## src/rtl/pkt_sf_fifo_pkg.sv

```systemverilog
// pkt_sf_fifo_pkg: input FSM states and the layout of the flag bits stored
// above the payload in every FIFO entry.
package pkt_sf_fifo_pkg;
    typedef enum logic [1:0] {IDLE, WRITE, DISCARD} state_t;
    localparam int SOP_BIT = 1;
    localparam int EOP_BIT = 0;
endpackage

```

## src/rtl/pkt_sf_ram.sv

```systemverilog
// pkt_sf_ram: simple dual-port RAM with one write port and a registered read port.
module pkt_sf_ram #(
    parameter int W     = 10,
    parameter int DEPTH = 256,
    parameter int AW    = 8
) (
    input  logic          clk,
    input  logic          we,
    input  logic [AW-1:0] wa,
    input  logic [W-1:0]  wd,
    input  logic          re,
    input  logic [AW-1:0] ra,
    output logic [W-1:0]  rd_data
);
    logic [W-1:0] mem [DEPTH];
    logic [W-1:0] rd_q;

    always_ff @(posedge clk) begin
        if (we) mem[wa] <= wd;
        if (re) rd_q <= mem[ra];
    end

    assign rd_data = rd_q;
endmodule

```

## src/rtl/pkt_sf_fifo.sv

```systemverilog
// pkt_sf_fifo: store-and-forward packet FIFO; a packet becomes readable only once
// its eop beat commits, and overflowing or aborted packets are dropped whole.
module pkt_sf_fifo
    import pkt_sf_fifo_pkg::*;
#(
    parameter int DATA_W = 8,
    parameter int DEPTH  = 256,
    parameter int CNT_W  = 16
) (
    input  logic                   clk,
    input  logic                   rst,
    input  logic                   din_vld,
    input  logic                   din_sop,
    input  logic                   din_eop,
    input  logic [DATA_W-1:0]      din,
    input  logic                   b_rdy,
    output logic                   dout_vld,
    output logic                   dout_sop,
    output logic                   dout_eop,
    output logic [DATA_W-1:0]      dout,
    output logic [$clog2(DEPTH):0] pkt_cnt,
    output logic [CNT_W-1:0]       drop_cnt
);
    localparam int AW = $clog2(DEPTH);
    localparam int PW = AW + 1;
    localparam int EW = DATA_W + 2;

    state_t           state_q, state_d;
    logic [PW-1:0]    rd_ptr_q, rd_ptr_d, wr_commit_q, wr_commit_d, wr_tent_q, wr_tent_d;
    logic [PW-1:0]    pkt_cnt_q, pkt_cnt_d;
    logic [CNT_W-1:0] drop_cnt_q, drop_cnt_d;
    logic [CNT_W:0]   drop_sum;
    logic [DEPTH-1:0] eop_q, eop_d;
    logic             dout_vld_q, dout_vld_d;
    logic             rd_issue, rd_eop, we, commit, full_c, full_t;
    logic [1:0]       drop_inc;
    logic [AW-1:0]    wa;
    logic [EW-1:0]    rd_data;

    assign full_c = (wr_commit_q - rd_ptr_q) == PW'(DEPTH);
    assign full_t = (wr_tent_q - rd_ptr_q) == PW'(DEPTH);

    always_comb begin
        state_d     = state_q;
        wr_commit_d = wr_commit_q;
        wr_tent_d   = wr_tent_q;
        we          = 1'b0;
        wa          = wr_tent_q[AW-1:0];
        commit      = 1'b0;
        drop_inc    = 2'd0;
        if (din_vld && din_sop) begin
            // an unfinished packet is aborted; the new one always starts at wr_commit
            drop_inc  = {1'b0, state_q != IDLE};
            wr_tent_d = wr_commit_q;
            if (full_c) begin
                state_d  = din_eop ? IDLE : DISCARD;
                drop_inc = drop_inc + {1'b0, din_eop};
            end else begin
                we        = 1'b1;
                wa        = wr_commit_q[AW-1:0];
                wr_tent_d = wr_commit_q + 1'b1;
                state_d   = din_eop ? IDLE : WRITE;
                commit    = din_eop;
                if (din_eop) wr_commit_d = wr_commit_q + 1'b1;
            end
        end else if (din_vld && state_q == WRITE) begin
            if (full_t) begin
                wr_tent_d = wr_commit_q;
                state_d   = din_eop ? IDLE : DISCARD;
                drop_inc  = {1'b0, din_eop};
            end else begin
                we        = 1'b1;
                wr_tent_d = wr_tent_q + 1'b1;
                commit    = din_eop;
                if (din_eop) begin
                    wr_commit_d = wr_tent_q + 1'b1;
                    state_d     = IDLE;
                end
            end
        end else if (din_vld && state_q == DISCARD && din_eop) begin
            state_d  = IDLE;
            drop_inc = 2'd1;
        end
        eop_d = eop_q;
        if (we) eop_d[wa] = din_eop;
        // a shadow of the eop flags lets pkt_cnt drop in the issue cycle itself
        rd_issue   = b_rdy && (rd_ptr_q != wr_commit_q);
        rd_eop     = rd_issue && eop_q[rd_ptr_q[AW-1:0]];
        rd_ptr_d   = rd_ptr_q + PW'(rd_issue);
        dout_vld_d = rd_issue;
        pkt_cnt_d  = pkt_cnt_q + PW'(commit) - PW'(rd_eop);
        drop_sum   = {1'b0, drop_cnt_q} + (CNT_W+1)'(drop_inc);
        drop_cnt_d = drop_sum[CNT_W] ? '1 : drop_sum[CNT_W-1:0];
    end

    always_ff @(posedge clk or posedge rst) begin
        if (rst) begin
            state_q     <= IDLE;
            rd_ptr_q    <= '0;
            wr_commit_q <= '0;
            wr_tent_q   <= '0;
            pkt_cnt_q   <= '0;
            drop_cnt_q  <= '0;
            eop_q       <= '0;
            dout_vld_q  <= 1'b0;
        end else begin
            state_q     <= state_d;
            rd_ptr_q    <= rd_ptr_d;
            wr_commit_q <= wr_commit_d;
            wr_tent_q   <= wr_tent_d;
            pkt_cnt_q   <= pkt_cnt_d;
            drop_cnt_q  <= drop_cnt_d;
            eop_q       <= eop_d;
            dout_vld_q  <= dout_vld_d;
        end
    end

    pkt_sf_ram #(.W(EW), .DEPTH(DEPTH), .AW(AW)) u_ram (
        .clk     (clk),
        .we      (we),
        .wa      (wa),
        .wd      ({din_sop, din_eop, din}),
        .re      (rd_issue),
        .ra      (rd_ptr_q[AW-1:0]),
        .rd_data (rd_data)
    );

    assign dout_vld = dout_vld_q;
    assign dout_sop = dout_vld_q & rd_data[DATA_W+SOP_BIT];
    assign dout_eop = dout_vld_q & rd_data[DATA_W+EOP_BIT];
    assign dout     = dout_vld_q ? rd_data[DATA_W-1:0] : '0;
    assign pkt_cnt  = pkt_cnt_q;
    assign drop_cnt = drop_cnt_q;
endmodule

```

## config.mk

```make
export PLATFORM = sky130hd
export DESIGN_NAME = pkt_sf_fifo
export DESIGN_NICKNAME = d
export VERILOG_FILES = /design/src/rtl/pkt_sf_fifo_pkg.sv /design/src/rtl/pkt_sf_ram.sv /design/src/rtl/pkt_sf_fifo.sv
export SDC_FILE = /design/constraint.sdc
export NUM_CORES = 2
export LEC_CHECK = 0
export BUFFER_PORTS_ARGS = -buffer_cell sky130_fd_sc_hd__buf_2
export CORE_MARGIN = 2
export CORE_UTILIZATION = 42
export DETAILED_ROUTE_END_ITERATION = 10
export MAX_ROUTING_LAYER = met4
export PLACE_DENSITY = 0.62
export SYNTH_ARGS = -nofsm -noshare
export SYNTH_HDL_FRONTEND = slang
export SYNTH_SLANG_ARGS = --single-unit
```

## constraint.sdc

```tcl
create_clock -name clk -period 10.8 [get_ports clk]
set_input_delay 0.54 -clock clk [delete_from_list [all_inputs] [get_ports clk]]
set_output_delay 0.54 -clock clk [all_outputs]
set_load 0.05 [all_outputs]
```

==> impl_results.md <==
- Outcome: finished, final reports clean
- Total gr overflow: 0
- Crit Path Class: reg2reg
- Fin util: 0.4761
- Critical path origin: rd_ptr_q[4]
- Normalized max-slew margin: 0.1269
- DRT antenna net count: 0
- DRT Pass-1 Iters: 8
- Synthesized area: 115700 sq um
- DIE WIDTH: 528.9 um
- Dpl cell area: 120800 sq um
- Post-synth EDFFs: 2570
- NetSw: 10.14 mW
- FF+latch count, synth: 2881
- Final Skew: 0.09328 ns
- WL final: 286800 um
- Setup repair bufs after CTS: 0
- Share of cells above drive strength 1: 0.2901
- Hold slack: 0.07327 ns
- Endpoints failing hold: 0
- Synth unique cells: 74
- CTS Buf Count: 307
- Sw Share: 0.3104
- Comb pwr share: 0.295
- Top cell type by total area after synthesis: edfxtp_1
- Antenna violations before repair: 10
- Fillers: 22270
- Final period util: 0.5891
- Post-synthesis sequential area ratio: 0.7342
- Clk sinks: 2881
- Rows: 192
- Reg2Reg Launch Point: rd_ptr_q[4]
- CTS max path bufs: 4
- Post-cts resize count: 0
- CP Buf/Inv Count: 3
- Top cells by area, synth: edfxtp_1 67%, mux4_2 18%, dfrtp_1 6.7%
- RD Place Congestion: 0.9111
- Via count: 56060
- Worst Path Required: 11.56 ns
- Vias per cell: 5.894
- CTS tree: yes
- Syn. warnings: 0
- First-pass GRT wire length: 417500 um
- CP most frequent cell: nor2_1
- WL/cell: 30.16 um
- Hold Startpoint: din_vld
- Clock power frac: 0.309
- Final Total Pwr: 32.66 mW
- P_int: 22.52 mW
- Worst-margin pin slew: 1.305 ns
- Lkg Pwr: 43.90 nW
- Clock transition at the registers of the reported paths: 0.07 ns
- Initial core utilization: 0.4225
- Area Overhead vs Synth: 12.68%
- Worst endpoint data arrival time: 7.12 ns
- Worst-skew pair later-pin latency: 0.89 ns
- Port bufs: 49
- Crit-path cells: buf_4, clkinv_1, ha_1, nand3b_1, a32oi_1, a31oi_1, nand3_1, nor3_1, mux2i_1, nor2_1, o21a_1, ha_1, inv_1, fa_1, nor2_1, and3_1, and2_1, nand4_1, nor2_1, nand3_1, nand2b_1
- Tmin final: 6.362 ns
- Detailed placement HPWL: 175000 um
- PwrDens: 250.5 nW/um^2
- RSZ-0062 raised after global routing: false
- DRC: 0
- Crit path launch type: register
- Dominant synthesized flop cell: edfxtp_1
- Final instance area: 130400 sq um
- Setup TNS: 0 ns
- Avg Inst Size Synth: 21.22 sq um
- Root Buffer: clkbuf_16
- Setup violators final: 0
- Die area: 279700 sq um
- Area share of the leading cell type in the synthesized netlist: 0.6670
- H-Tree Level Count: 5
- Top delay family on crit path: simple AND/OR/NAND/NOR gates
- Max Clk Rate: 157.2 MHz
- Flop pwr share: 0.397
- Vias in the first global route: 56640
- Pins over their slew limit: 0
- Largest stage delay, worst path: 0.60 ns
- GRT Overall Usage: 0.2115
- Final #Nets: 5724
- Core area: 273900 sq um
- Max cap viols: 0
- Chip Height: 528.9 um
- First-iteration detailed-routing DRC count: 6213
- Crit. End Element: register
- Hold WC Path Type: in2reg
- Crit path max-delay cell type: buf_4
- Post-Synthesis Net Count: 5500
- Post-Syn Instances: 5452
- CP max FO: 45
- Asr flop ratio synth: 0.1079
- VDD IR max: 0.2665 mV
- I/O pins: 50
- Largest net degree at the start of global routing: 152
## stage by stage
stage / cells / worst slack (ns)
6_report: 9511 / 4.438
2_1_floorplan: 5452 / 1.659
4_1_cts: 9507 / 4.499
5_1_grt: 9508 / 4.068
3_3_place_gp: 8954 / 4.429
3_5_place_dp: 8954 / 4.583
## final cells by class
type / instances / area [sq um] / area share
Multi-Input combinational cell: 2100 / 28950 / 0.2220
Clock inverter: 147 / 1257 / 0.009645
Clock buffer: 404 / 8322 / 0.06383
Inverter: 160 / 615.6 / 0.004722
Tap cell: 3589 / 4491 / 0.03444
Sequential cell: 2881 / 84970 / 0.6517
Antenna cell: 4 / 10.01 / 0.00007677
Timing Repair Buffer: 226 / 1765 / 0.01354
## power by group through the flow
stage	logic [mW]	clock network, mW	registers [mW]
final	9.62	10.1	13.0
after global placement	9.63	0	13.2
after detailed placement	9.67	0	13.2
after global routing	10.0	10.7	13.0
after CTS	9.69	10.3	12.9
after floorplan	6.38	0	12.9
## layout by cell type (no fill, tap or decap), types with 34 or more instances in the layout
| master | count |
|---|---|
| a21oi_1 | 43 |
| nand2_1 | 85 |
| mux2_1 | 127 |
| mux2_2 | 131 |
| clkinv_2 | 41 |
| nor2_1 | 242 |
| clkbuf_16 | 311 |
| inv_1 | 153 |
| dfrtp_1 | 306 |
| o21ai_0 | 76 |
| nor4_1 | 34 |
| and3_1 | 34 |
| mux4_2 | 917 |
| mux2i_1 | 37 |
| clkbuf_1 | 74 |
| buf_2 | 39 |
| buf_4 | 168 |
| o21ai_1 | 82 |
| clkinv_1 | 66 |
| edfxtp_1 | 2570 |
| nand3_1 | 40 |
## timing repair
| item | in CTS | in global routing |
|---|---|---|
| setup endpoints to repair | 0 | 0 |
| hold buffers | 2 | 0 |
| endpoints found under the hold margin | 100 | 0 |
## registers in the layout (all words and copies together) (netlist names)
signal	cells
dout_vld	1
drop_cnt	16
eop_q	256
pkt_cnt	9
rd_ptr_q	9
state_q	2
u_ram.mem	2560
u_ram.rd_data	10
wr_commit_q	9
wr_tent_q	9
## cell usage after synthesis, types with 4 or more instances
cell	number
nand3_1	40
ha_1	32
nand2b_1	19
nor3_1	19
clkinv_1	4
dfrtp_1	311
mux4_2	917
a31oi_1	7
mux2i_1	37
buf_1	39
o21ai_0	76
a22oi_1	30
o21ai_1	82
xnor2_1	25
and3_1	34
buf_2	80
clkbuf_1	188
edfxtp_1	2570
mux2_2	131
nor2b_1	17
inv_1	154
o21a_1	5
nor2_1	248
xor2_1	13
nor4_1	35
and2_1	14
a21oi_1	43
nand2_1	85
nand4_1	5
mux2_1	127
## routing by layer
metal  vias to the layer above  GRT usage  share of wire
li1                      23010          -              -
met3                       443    0.02889          0.062
met4                         0    0.06209          0.032
met1                     30480     0.2993           0.43
met5                         -          -              0
met2                      2125     0.3221           0.48
## final timing paths
path	slack, ns	cells past startpoint	end
min in group asynchronous	0.34	3	pkt_cnt[6]
worst min register to register	0.49	1	eop_q[173]
worst min-delay path	0.07	4	state_q[1]
max in group asynchronous	8.77	4	rd_ptr_q[1]
worst max-delay path	4.44	21	drop_cnt[0]
worst max register to register	4.44	21	drop_cnt[0]
## logic make-up after synthesis
logic type / synth area share
compound gates: 0.01517
buf+inv: 0.01634
simple gates: 0.02078
mux: 0.2068
flops: 0.7342
fa+ha+maj: 0.003806
xor+xnor: 0.002876
## worst register-to-register path, stage by stage (launching register included)
cell      delay, ns
dfrtp_2        0.34
buf_4          0.60
clkinv_1       0.61
ha_1           0.56
nand3b_1       0.13
a32oi_1        0.10
a31oi_1        0.23
nand3_1        0.16
nor3_1         0.60
mux2i_1        0.17
nor2_1         0.12
o21a_1         0.35
ha_1           0.25
inv_1          0.06
fa_1           0.43
nor2_1         0.18
and3_1         0.19
and2_1         0.19
nand4_1        0.19
nor2_1         0.19
nand3_1        0.39
nand2b_1       0.20
No activity file was read; power rests on OpenSTA's default activity.
